### src/rtl/dmem_arbiter_pkg.sv
// Shared definitions for the data-memory arbiter and the data memory it fronts.
// Holds the FSM state encoding and the memory geometry.
package dmem_arbiter_pkg;

  localparam int DMEM_DEPTH = 256;
  localparam int DMEM_DW    = 32;

  typedef enum logic [1:0] {
    ST_IDLE   = 2'd0,
    ST_ACCESS = 2'd1,
    ST_RESP   = 2'd2
  } state_e;

  // Port index helpers so the grant bit reads as a port number at call sites.
  localparam logic PORT0 = 1'b0;
  localparam logic PORT1 = 1'b1;

endpackage

### src/rtl/dmem_arbiter_rr_arb2.sv
// Combinational two-way round-robin pick; on a tie the port that did not win
// last time gets the grant.
module rr_arb2
  import dmem_arbiter_pkg::*;
(
  input  logic req0,
  input  logic req1,
  input  logic last,
  output logic gnt,
  output logic valid
);

  always_comb begin
    valid = req0 | req1;
    if (req0 && req1) begin
      gnt = ~last;
    end else if (req1) begin
      gnt = PORT1;
    end else begin
      gnt = PORT0;
    end
  end

endmodule

### src/rtl/dmem_arbiter.sv
// Two-port req/ack arbiter in front of the single-port data memory: grants
// round-robin, performs one memory access cycle, then pulses ack with registered data.
module dmem_arbiter
  import dmem_arbiter_pkg::*;
#(
  parameter int DEPTH = DMEM_DEPTH,
  parameter int AW    = 32,
  parameter int DW    = DMEM_DW
) (
  input  logic          clock,
  input  logic          reset,
  input  logic          req0,
  input  logic          we0,
  input  logic [AW-1:0] addr0,
  input  logic [DW-1:0] wdata0,
  output logic          ack0,
  output logic [DW-1:0] rdata0,
  output logic          err0,
  input  logic          req1,
  input  logic          we1,
  input  logic [AW-1:0] addr1,
  input  logic [DW-1:0] wdata1,
  output logic          ack1,
  output logic [DW-1:0] rdata1,
  output logic          err1,
  output logic [AW-1:0] mem_addr,
  output logic [DW-1:0] mem_wdata,
  output logic          mem_read,
  output logic          mem_write,
  input  logic [DW-1:0] mem_rdata
);

  localparam logic [AW:0] DEPTH_W = (AW+1)'(DEPTH);

  state_e        state_q, state_d;
  logic          gnt_q, gnt_d;
  logic          last_q, last_d;
  logic          ack0_q, ack0_d, ack1_q, ack1_d;
  logic          err0_q, err0_d, err1_q, err1_d;
  logic [DW-1:0] rdata0_q, rdata0_d, rdata1_q, rdata1_d;

  logic          arb_gnt, arb_valid;
  logic          sel_we;
  logic [AW-1:0] sel_addr;
  logic [DW-1:0] sel_wdata;
  logic          sel_legal;
  logic [DW-1:0] rd_value;

  rr_arb2 u_rr_arb2 (
    .req0  (req0),
    .req1  (req1),
    .last  (last_q),
    .gnt   (arb_gnt),
    .valid (arb_valid)
  );

  // Granted port's request fields, valid while the grant is held.
  always_comb begin
    if (gnt_q == PORT1) begin
      sel_we    = we1;
      sel_addr  = addr1;
      sel_wdata = wdata1;
    end else begin
      sel_we    = we0;
      sel_addr  = addr0;
      sel_wdata = wdata0;
    end
    sel_legal = ({1'b0, sel_addr} < DEPTH_W);
    rd_value  = sel_legal ? mem_rdata : '0;
  end

  always_ff @(posedge clock) begin
    if (reset) begin
      state_q  <= ST_IDLE;
      gnt_q    <= PORT0;
      last_q   <= PORT1;
      ack0_q   <= 1'b0;
      ack1_q   <= 1'b0;
      err0_q   <= 1'b0;
      err1_q   <= 1'b0;
      rdata0_q <= '0;
      rdata1_q <= '0;
    end else begin
      state_q  <= state_d;
      gnt_q    <= gnt_d;
      last_q   <= last_d;
      ack0_q   <= ack0_d;
      ack1_q   <= ack1_d;
      err0_q   <= err0_d;
      err1_q   <= err1_d;
      rdata0_q <= rdata0_d;
      rdata1_q <= rdata1_d;
    end
  end

  // ack/err are loaded at the ACCESS closing edge so they are high exactly in RESP.
  always_comb begin
    state_d  = state_q;
    gnt_d    = gnt_q;
    last_d   = last_q;
    ack0_d   = 1'b0;
    ack1_d   = 1'b0;
    err0_d   = 1'b0;
    err1_d   = 1'b0;
    rdata0_d = rdata0_q;
    rdata1_d = rdata1_q;
    case (state_q)
      ST_IDLE: begin
        if (arb_valid) begin
          gnt_d   = arb_gnt;
          state_d = ST_ACCESS;
        end
      end
      ST_ACCESS: begin
        last_d  = gnt_q;
        state_d = ST_RESP;
        if (gnt_q == PORT1) begin
          ack1_d = 1'b1;
          err1_d = ~sel_legal;
          if (!sel_we) begin
            rdata1_d = rd_value;
          end
        end else begin
          ack0_d = 1'b1;
          err0_d = ~sel_legal;
          if (!sel_we) begin
            rdata0_d = rd_value;
          end
        end
      end
      ST_RESP: begin
        state_d = ST_IDLE;
      end
      default: begin
        state_d = ST_IDLE;
      end
    endcase
  end

  // Write strobe is gated by reset so an aborted access never commits.
  always_comb begin
    mem_addr  = '0;
    mem_wdata = '0;
    mem_read  = 1'b0;
    mem_write = 1'b0;
    if (state_q == ST_ACCESS) begin
      mem_addr  = sel_addr;
      mem_wdata = sel_wdata;
      if (sel_legal) begin
        mem_write = sel_we & ~reset;
        mem_read  = ~sel_we;
      end
    end
  end

  assign ack0   = ack0_q;
  assign ack1   = ack1_q;
  assign err0   = err0_q;
  assign err1   = err1_q;
  assign rdata0 = rdata0_q;
  assign rdata1 = rdata1_q;

endmodule

### config.mk
export PLATFORM = sky130hd
export DESIGN_NAME = dmem_arbiter
export DESIGN_NICKNAME = d
export VERILOG_FILES = /design/src/rtl/dmem_arbiter_pkg.sv /design/src/rtl/dmem_arbiter_rr_arb2.sv /design/src/rtl/dmem_arbiter.sv
export SDC_FILE = /design/constraint.sdc
export NUM_CORES = 1
export LEC_CHECK = 0
export ABC_AREA = 1
export BUFFER_PORTS_ARGS = -buffer_cell sky130_fd_sc_hd__buf_2
export CAP_MARGIN = 10
export CELL_PAD_IN_SITES_DETAIL_PLACEMENT = 0
export CELL_PAD_IN_SITES_GLOBAL_PLACEMENT = 2
export CORE_MARGIN = 2
export CORE_UTILIZATION = 18
export CTS_CLUSTER_SIZE = 40
export DETAILED_ROUTE_END_ITERATION = 7
export PLACE_DENSITY = 0.78
export SETUP_SLACK_MARGIN = 0.3
export SLEW_MARGIN = 15
export SYNTH_ARGS = -nofsm -noshare
export SYNTH_HDL_FRONTEND = slang
export SYNTH_SLANG_ARGS = --single-unit
### constraint.sdc
create_clock -name clock -period 1.9 [get_ports clock]
set_input_delay 0 -clock clock [delete_from_list [all_inputs] [get_ports clock]]
set_output_delay 0 -clock clock [all_outputs]
set_load 0.005 [all_outputs]
==> results.md <==
* Cell mode on critical path: nand2_1
* Power density over the cells at 710.2 mW/mm^2
* DR iter-0 viols at 162
* Final worst path period share at 96.47%
* Largest fanout on the critical path at 9
* Grt ovf at 0
* First-pass GRT wire length at 25.14 mm
* Avg Cell Area, Syn at 7.093 um^2
* I/O pin count at 300
* Die area at 0.02039 mm^2
* Slew headroom at 78.39%
* TritonCTS buffer count at 9
* Area growth syn-to-layout at 84.31%
* Pin count of the biggest net entering global routing at 66
* Worst path arrival time at 1.83 ns
* Max-slew violation count at 0
* Vias in the first global route at 4582
* Clock Tree Root: clkbuf_16
* Peak Freq at 0.5456 GHz
* Tmin final at 1.833 ns
* Antenna Cells at 0
* Syn_nets at 655
* CTS tree: done
* Max_cap viols at 0
* Run status: finished clean
* Worst Path Required at 1.90 ns
* Clk sink count at 72
* Initial antenna violation count at 0
* Synthesized instance count at 489
* Detailed Routing Iterations Pass 1 at 4
* Leak Pwr at 3.340 nW
* Sequential area share after synthesis at 41.56%
* Crit Path Category: reg2out
* GPL Wtd Cong at 0.7940
* CORE AREA at 0.01883 mm^2
* Via count at 4722
* WL final at 18.13 mm
* Hold Crit Class: in2reg
* Final setup violating endpoints at 0
* Number of synthesis warnings at 0
* Slowest CP cell: dfxtp_4
* Pre-CTS WS at 0.05229 ns
* Worst skew pair latency at 0.34 ns
* Clock tree buffer depth at 2
* RSZ-0062 raised after global routing: yes
* # rows at 50
* Setup WS post-layout at 0.06700 ns
* Post-synth EDFFs at 0
* Fraction of layout cells with a size suffix above 1 at 45.08%
* Die Wd at 142.8 um
* Netlist Area Pre-Place at 0.003468 mm^2
* Hold Vio Cnt, Final at 0
* Area leader, netlist: dfxtp_1
* Synth cell types at 18
* Max incr delay on CP at 0.44 ns
* Fill cell count at 2056
* # DRC at 0
* # H-tree levels at 3
* Synth cell count leaders: nand2_1 (85), a21oi_1 (74), dfxtp_1 (72)
* Startpoint Class: flop
* Bufs and invs on worst path at 2
* Fraction of registers with async set/reset at 0%
* Overall die height at 142.8 um
* Post-DP HPWL at 11.92 mm
* FF+latch count, synth at 72
* R2R Setup Slk at 0.08 ns
* Synth top area share at 41.56%
* Cell family with most CP delay: simple AND/OR/NAND/NOR gates
* CP Capture Type: primary output
* Routed len/inst at 16.74 um
* Ys flop type: dfxtp_1
* Most frequent cell after synthesis: nand2_1
* VDD IR max at 0.0006851 V
* Final TNS setup at 0 ns
* Critical Path, Cell by Cell: buf_16, nand2_1, nand2_1, nand2_1, nor2_1, nand2_1, nor2_4, nand2_2, a21oi_2, buf_2
* Clk pin slew, worst setup/hold paths at 0.06 ns
* Top post-synthesis cells by area: dfxtp_1 (42%), a21oi_1 (11%), a22o_1 (10%)
* Worst Skew at 0.003885 ns
* Via density at 4.360
* Initial Utilization at 18.42%
* Antenna Nets Post-Route at 0
* Final #Nets at 984
* Slew @ Worst Pin at 0.3207 ns
* Total GRT Usage at 16.10%
* IO buf count at 299
-- through the flow --
step                      instances  area, um^2  power (W)  util [%]  hold slack, ns
after floorplan                 489        3468   0.002024         -         0.07238
after global placement         1017        5301   0.002507     28.15          0.2644
after detailed placement       1017        5301   0.002500     28.15          0.2694
after CTS                      1075        6175   0.004533     32.79         0.01291
after global routing           1083        6392   0.004782     33.95         0.05062
final                          1083        6392   0.004540     33.95         0.02017
-- layout make-up --
class                      instances  area (um^2)  area share [%]
inverter                          36        147.6           2.310
clock inverter                     6        90.09           1.409
multi-input combinational        339         1810           28.32
clock buffer                      10        239.0           3.738
sequential                        72         1446           22.63
timing repair buffer             360         2333           36.50
tap                              260        325.3           5.089
-- per-layer routing --
layer / vias to the layer above / track usage, % / share of wire, % / routed length (um)
li1: 2332 / - / - / -
met1: 2175 / 18.30 / 40 / 7190
met2: 202 / 29.71 / 52 / 9493
met3: 13 / 4.728 / 7.1 / 1290
met4: 0 / 3.491 / 0.87 / 157
met5: - / 0 / 0 / 0
-- final timing paths --
path                                   end  depth (start not counted)  startpoint
worst max-delay path             mem_write                         10       gnt_q
worst min-delay path            state_q[0]                          3        req0
worst max register to register  rdata0[29]                         11       gnt_q
worst min register to register      last_q                          2      last_q
-- registers in the layout, indices dropped and copies added (netlist names) --
name / count
err1: 1
rdata0: 32
rdata1: 32
ack1: 1
err0: 1
gnt_q: 1
ack0: 1
last_q: 1
state_q: 2
-- what timing repair did --
action / in CTS / in global routing
hold buffers: 34 / 0
endpoints found under the setup margin: 108 / 121
gates cloned: 4 / 4
pin swaps: 1 / 12
buffers inserted: 4 / 4
resized for setup: 15 / 29
endpoints found under the hold margin: 69 / 0
-- power breakdown --
part | internal, W | leakage, nW | total (W) | switching, W
logic | 0.000528 | 2.59 | 0.00103 | 0.000501
clock network | 0.00119 | 0.159 | 0.00188 | 0.000692
registers | 0.00158 | 0.586 | 0.00163 | 0.0000425
total | 0.00330 | 3.34 | 0.00454 | 0.00124
-- logic make-up (layout without fill, tap and decap cells) --
group                  Yosys count  count (layout)  share of synthesized area [%]
buffers and inverters           78             412                          9.199
flip-flops                      72              72                          41.56
AND/OR/NAND/NOR                156             156                          18.43
AO/OA/AOI/OAI                  183             183                          30.81
-- worst register-to-register path: cells and delay by family (launching register included) --
family,cells,cell delay (ns)
flops,1,0.44
buf+inv,3,0.49
compound gates,1,0.14
simple gates,7,0.69
-- placed cells by master (no fill, tap or decap), types with 2 or more instances in the layout --
master / netlist / routed
buf_2: 9 / 299
nand2_1: 85 / 83
dfxtp_1: 72 / 70
a21oi_1: 74 / 69
o21ai_0: 65 / 65
a22o_1: 40 / 40
dlygate4sd3_1: 0 / 34
inv_1: 34 / 32
nand3_1: 33 / 30
nor2_1: 34 / 26
clkbuf_16: 0 / 12
buf_12: 0 / 9
buf_4: 4 / 6
nor2_4: 1 / 5
nor2_2: 1 / 5
a21oi_2: 0 / 5
buf_8: 0 / 4
inv_6: 0 / 3
nand3_2: 0 / 3
bufbuf_16: 0 / 3
o21ai_2: 0 / 2
bufinv_16: 0 / 2
Power figures use the tool's default switching activity.
